[src/rtl/cache_pkg.sv]
// cache_pkg: shared types, default geometry and width helpers for the line-fill controller
package cache_pkg;
  typedef enum logic {FILL_IDLE, FILL_BUSY} fill_state_t;
  localparam int BYTE_W = 1;
  localparam int OFF_W = 3;
  function automatic int cnt_w(input int max_out);
    return $clog2(max_out + 1);
  endfunction
endpackage

[src/rtl/fill_word_counter.sv]
// fill_word_counter: modulo-N up counter with synchronous load and enable
module fill_word_counter #(
  parameter int N = 8,
  parameter int W = $clog2(N)
) (
  input  logic         clk,
  input  logic         rst,
  input  logic         load,
  input  logic         en,
  input  logic [W-1:0] load_val,
  output logic [W-1:0] cnt
);
  always_ff @(posedge clk or negedge rst)
    if (!rst) cnt <= '0;
    else if (load) cnt <= load_val;
    else if (en) cnt <= cnt == W'(N - 1) ? '0 : cnt + W'(1);
endmodule

[src/rtl/cache_line_fill_ctrl.sv]
// cache_line_fill_ctrl: cache line fill with bounded outstanding reads and write-through hits
// Optional critical-word-first ordering: define CRITICAL_WORD_FIRST_EN
module cache_line_fill_ctrl
  import cache_pkg::*;
#(
  parameter int ADDR_W = 16,
  parameter int DATA_W = 16,
  parameter int WORD_BYTES = 1 << BYTE_W,
  parameter int WORDS_PER_LINE = 1 << OFF_W,
  parameter int MAX_OUTSTANDING = 4
) (
  input  logic              clk,
  input  logic              rst,
  input  logic              miss,
  input  logic [ADDR_W-1:0] miss_addr,
  input  logic              wrt,
  input  logic              pause,
  input  logic              mem_data_valid,
  output logic              fsm_busy,
  output logic              read_request,
  output logic [ADDR_W-1:0] mem_addr,
  output logic              wrt_mem,
  output logic              wrt_data_array,
  output logic [ADDR_W-1:0] cache_addr,
  output logic              wrt_tag_array,
  output logic              fill_err
);
  localparam int bw = $clog2(WORD_BYTES);
  localparam int ow = $clog2(WORDS_PER_LINE);
  localparam int cw = cnt_w(MAX_OUTSTANDING);
  localparam int lw = ADDR_W - ow - bw;
  localparam logic [ow:0] words = (ow + 1)'(WORDS_PER_LINE);
  localparam logic [cw-1:0] max_out = cw'(MAX_OUTSTANDING);
  fill_state_t state;
  logic [lw-1:0] line;
  logic [ow:0] issued, returned;
  logic [cw-1:0] outstanding;
  logic [ow-1:0] start, issue_idx, ret_idx;
  logic idle, start_fill, issue_ok, ret_ok, last;
  assign idle = state == FILL_IDLE;
  assign start_fill = idle && miss;
`ifdef CRITICAL_WORD_FIRST_EN
  assign start = miss_addr[ow+bw-1:bw];
`else
  assign start = '0;
`endif
  assign issue_ok = !idle && !pause && outstanding < max_out && issued < words;
  // a return with nothing in flight is a protocol error, never a data write
  assign ret_ok = !idle && mem_data_valid && outstanding != '0;
  assign last = ret_ok && returned == words - (ow + 1)'(1);
  assign fsm_busy = idle ? miss : 1'b1;
  assign read_request = issue_ok;
  assign mem_addr = idle ? miss_addr : {line, issue_idx, {bw{1'b0}}};
  assign wrt_mem = idle && wrt && !miss;
  assign wrt_data_array = idle ? wrt && !miss : ret_ok;
  assign cache_addr = idle ? miss_addr : {line, ret_idx, {bw{1'b0}}};
  assign wrt_tag_array = last;
  fill_word_counter #(.N(WORDS_PER_LINE)) u_issue (
    .clk(clk), .rst(rst), .load(start_fill), .en(issue_ok), .load_val(start), .cnt(issue_idx)
  );
  fill_word_counter #(.N(WORDS_PER_LINE)) u_ret (
    .clk(clk), .rst(rst), .load(start_fill), .en(ret_ok), .load_val(start), .cnt(ret_idx)
  );
  always_ff @(posedge clk or negedge rst)
    if (!rst) begin
      state <= FILL_IDLE;
      line <= '0;
      issued <= '0;
      returned <= '0;
      outstanding <= '0;
      fill_err <= 1'b0;
    end else if (start_fill) begin
      state <= FILL_BUSY;
      line <= miss_addr[ADDR_W-1:ow+bw];
      issued <= '0;
      returned <= '0;
      outstanding <= '0;
    end else if (!idle) begin
      issued <= issued + (ow + 1)'(issue_ok);
      returned <= returned + (ow + 1)'(ret_ok);
      outstanding <= outstanding + cw'(issue_ok) - cw'(ret_ok);
      fill_err <= fill_err || (mem_data_valid && outstanding == '0);
      if (last) state <= FILL_IDLE;
    end
endmodule

[config.mk]
export PLATFORM = sky130hd
export DESIGN_NAME = cache_line_fill_ctrl
export DESIGN_NICKNAME = d
export VERILOG_FILES = /design/src/rtl/cache_pkg.sv /design/src/rtl/fill_word_counter.sv /design/src/rtl/cache_line_fill_ctrl.sv
export SDC_FILE = /design/constraint.sdc
export NUM_CORES = 1
export LEC_CHECK = 0
export BUFFER_PORTS_ARGS = -buffer_cell sky130_fd_sc_hd__buf_2
export CAP_MARGIN = 20
export CORE_ASPECT_RATIO = 2
export CORE_MARGIN = 4
export CORE_UTILIZATION = 40
export DETAILED_ROUTE_END_ITERATION = 6
export PLACE_DENSITY = 0.66
export SYNTH_ARGS = -nofsm -noshare
export SYNTH_HDL_FRONTEND = slang
export SYNTH_SLANG_ARGS = --single-unit
[constraint.sdc]
create_clock -name clk -period 5.2 [get_ports clk]
set_clock_uncertainty 0.05 [all_clocks]
set_input_delay 0.78 -clock clk [delete_from_list [all_inputs] [get_ports clk]]
set_output_delay 0.78 -clock clk [all_outputs]
set_load 0.02 [all_outputs]
==> reports/results.ini <==
[cts]
root_buffer=clkbuf_8
cts.clk_slew.worst_paths_ps=60
clk-insertion-delay-late_ps=270
post_cts_resized=0
holdBufCountCts=0
cts_inserted_buffers=5
cts_tree=done
clockBufferDepth=2
htreeDepth=2
cts_sinks=31
cts_setup_buffers=0

[finish]
final_common_cell=nand2_1
fin_nets=268
layout_common_cells=64 x nand2_1, 59 x buf_2, 31 x dfrtp_1
areaGrowthSynthToFinish_pct=18.7
layout-drive-gt1-share_pct=34.5
final_area_um2=2100
diodes=0

[setup_path]
crit_path_max_fanout=12
slowest_stage=o311ai_2
end_kind=output port
worst_path_largest_cell_delay_ps=780
critPathLaunchType=register
required_ps=4370
worstSetupPathType=reg2out
arrival_ps=1890
path_cells=o311ai_2, nor3_1, buf_2

[sta]
final.min_clock_period_ps=2720
finalSetupViolations=0
hold_viol_final=0
finalMaxSlewViolations=0
tightest_slew_ps=858
rsz0062_at_grt=false
setup_tns_ps=0
max_freq_mhz=368
timing.final.crit_share_pct=52.3
slew_headroom_pct=42.7

[global_route]
grt_first_pass_wirelength_mm=6.31
grt_remaining_overflow=0
grt_usage_pct=15.5
grt_antenna_before_repair=0
grt_pass1_vias=1415
grt_max_degree=33

[power]
power_frac_comb_pct=52.7
power.internal_mw=0.774
p_sw_mw=0.604
vdd_drop_max_uv=333
netSwitchingFraction_pct=43.8
power_leakage_nw=1.15
power_per_cell_area_nw_per_um2=656
power_frac_seq_pct=32.4
clkPwrFrac_pct=15.0

[die]
fp-row-count=34
die_w_um=55.0
fp.dieH_um=102
die-area_um2=5620
ios=60
core_area_um2=4300
start_util_pct=41.2

[placed_design]
io_buffer_count=59
dp_hpwl_mm=2.87
dpl_cell_area_um2=2000
place_congestion=0.692

[routing]
drt-vias-per-instance=4.84
wl_per_cell_um=13.3
route.vias.total=1414
drt-pass1-iter-count=4
first_iter_violations=22
drt-total-wl_mm=3.89
ant_nets=0
drc=0

[logic_synthesis]
syn_area_um2=1770
syn_nets=222
syn_inst=191
synth_edf_count=0
synth_seq_cells=31
synth.avg_cell_area_um2=9.26
ys_warn_count=0
ys.flop_type=dfrtp_1
seq_area_frac_synth_pct=43.8
ys_types=31
synth-async-reset-ratio_pct=100

[status]
status=completed

[hold_path]
hold_class=reg2reg

[run]
max_cap_violations=0

==> critical path, delay by kind of cell (launching register included) <==
family                 cells  cell delay [ps]
AOI/OAI and AO/OA          1              780
DFF                        1              460
and+or+nand+nor            1              160
buffers and inverters      1              210
==> through the flow <==
step	hold WS [ps]	setup slack [ps]	cells	total power, mW	util, %
global route	443	2340	292	1.50	48.9
finish	423	2480	292	1.38	48.9
global placement	405	2540	284	1.16	46.5
CTS	426	2460	292	1.40	48.9
detailed placement	411	2450	284	1.18	46.5
floorplan	390	2600	191	1.04	-
==> power groups by stage <==
stage,sequential [mW],combinational [mW],clock [mW]
final,0.446,0.726,0.206
after CTS,0.445,0.739,0.216
after floorplan,0.426,0.612,0
after global routing,0.459,0.815,0.227
after global placement,0.445,0.719,0
after detailed placement,0.449,0.735,0
==> final timing paths <==
path | from | end | slack [ps] | depth (start not counted)
worst min register to register | line[0] | line[0] | 420 | 2
max in group asynchronous | rst | line[10] | 4140 | 1
worst max-delay path | outstanding[2] | wrt_tag_array | 2480 | 3
min in group asynchronous | rst | line[0] | 510 | 1
worst max register to register | state | outstanding[2] | 2580 | 10
worst min-delay path | line[0] | line[0] | 420 | 2
==> Yosys cell counts (2+ instances only) <==
| master | count | area (um^2) |
|---|---|---|
| a21o_1 | 2 | 15.0 |
| a21oi_1 | 3 | 15.0 |
| a22o_1 | 2 | 17.5 |
| buf_2 | 4 | 20.0 |
| buf_4 | 14 | 105 |
| clkbuf_1 | 3 | 11.3 |
| dfrtp_1 | 31 | 776 |
| ha_1 | 8 | 100 |
| inv_1 | 6 | 22.5 |
| mux2_2 | 12 | 135 |
| mux2i_1 | 3 | 30.0 |
| nand2_1 | 64 | 240 |
| nand2b_1 | 3 | 18.8 |
| nand3_1 | 3 | 15.0 |
| nor2_1 | 8 | 30.0 |
| nor2b_1 | 2 | 12.5 |
| o21ai_0 | 4 | 20.0 |
| o22ai_1 | 3 | 18.8 |
| xnor2_1 | 4 | 35.0 |
==> kinds of logic after synthesis <==
group	count (synthesis)	synth area share, %
muxes	15	9.34
xor gates and xnor gates	5	2.48
and+or+nand+nor	86	21.2
adders and majority gates	9	6.79
DFF	31	43.8
AOI/OAI and AO/OA	17	6.72
buffers and inverters	28	9.62
==> flip-flops by register name (all words and copies together) (netlist names) <==
| name | count |
|---|---|
| returned | 4 |
| issued | 4 |
| u_issue.cnt | 3 |
| fill_err | 1 |
| u_ret.cnt | 3 |
| line | 12 |
| state | 1 |
| outstanding | 3 |
==> layout make-up <==
class / count / area (um^2)
Tap cell: 54 / 67.6
Fill cell: 435 / 2200
Inverter: 6 / 22.5
Timing Repair Buffer: 61 / 310
Clock buffer: 8 / 100
Sequential cell: 31 / 776
Multi-Input combinational cell: 132 / 823
==> per-layer routing <==
| layer | wire length (um) | vias up | global-route usage, % |
|---|---|---|---|
| li1 | - | 702 | - |
| met1 | 1500 | 667 | 15.9 |
| met2 | 2140 | 39 | 27.9 |
| met3 | 173 | 6 | 3.21 |
| met4 | 78 | 0 | 7.68 |
| met5 | 0 | - | 0 |
Note: power is estimated with default switching activity, not from simulation.
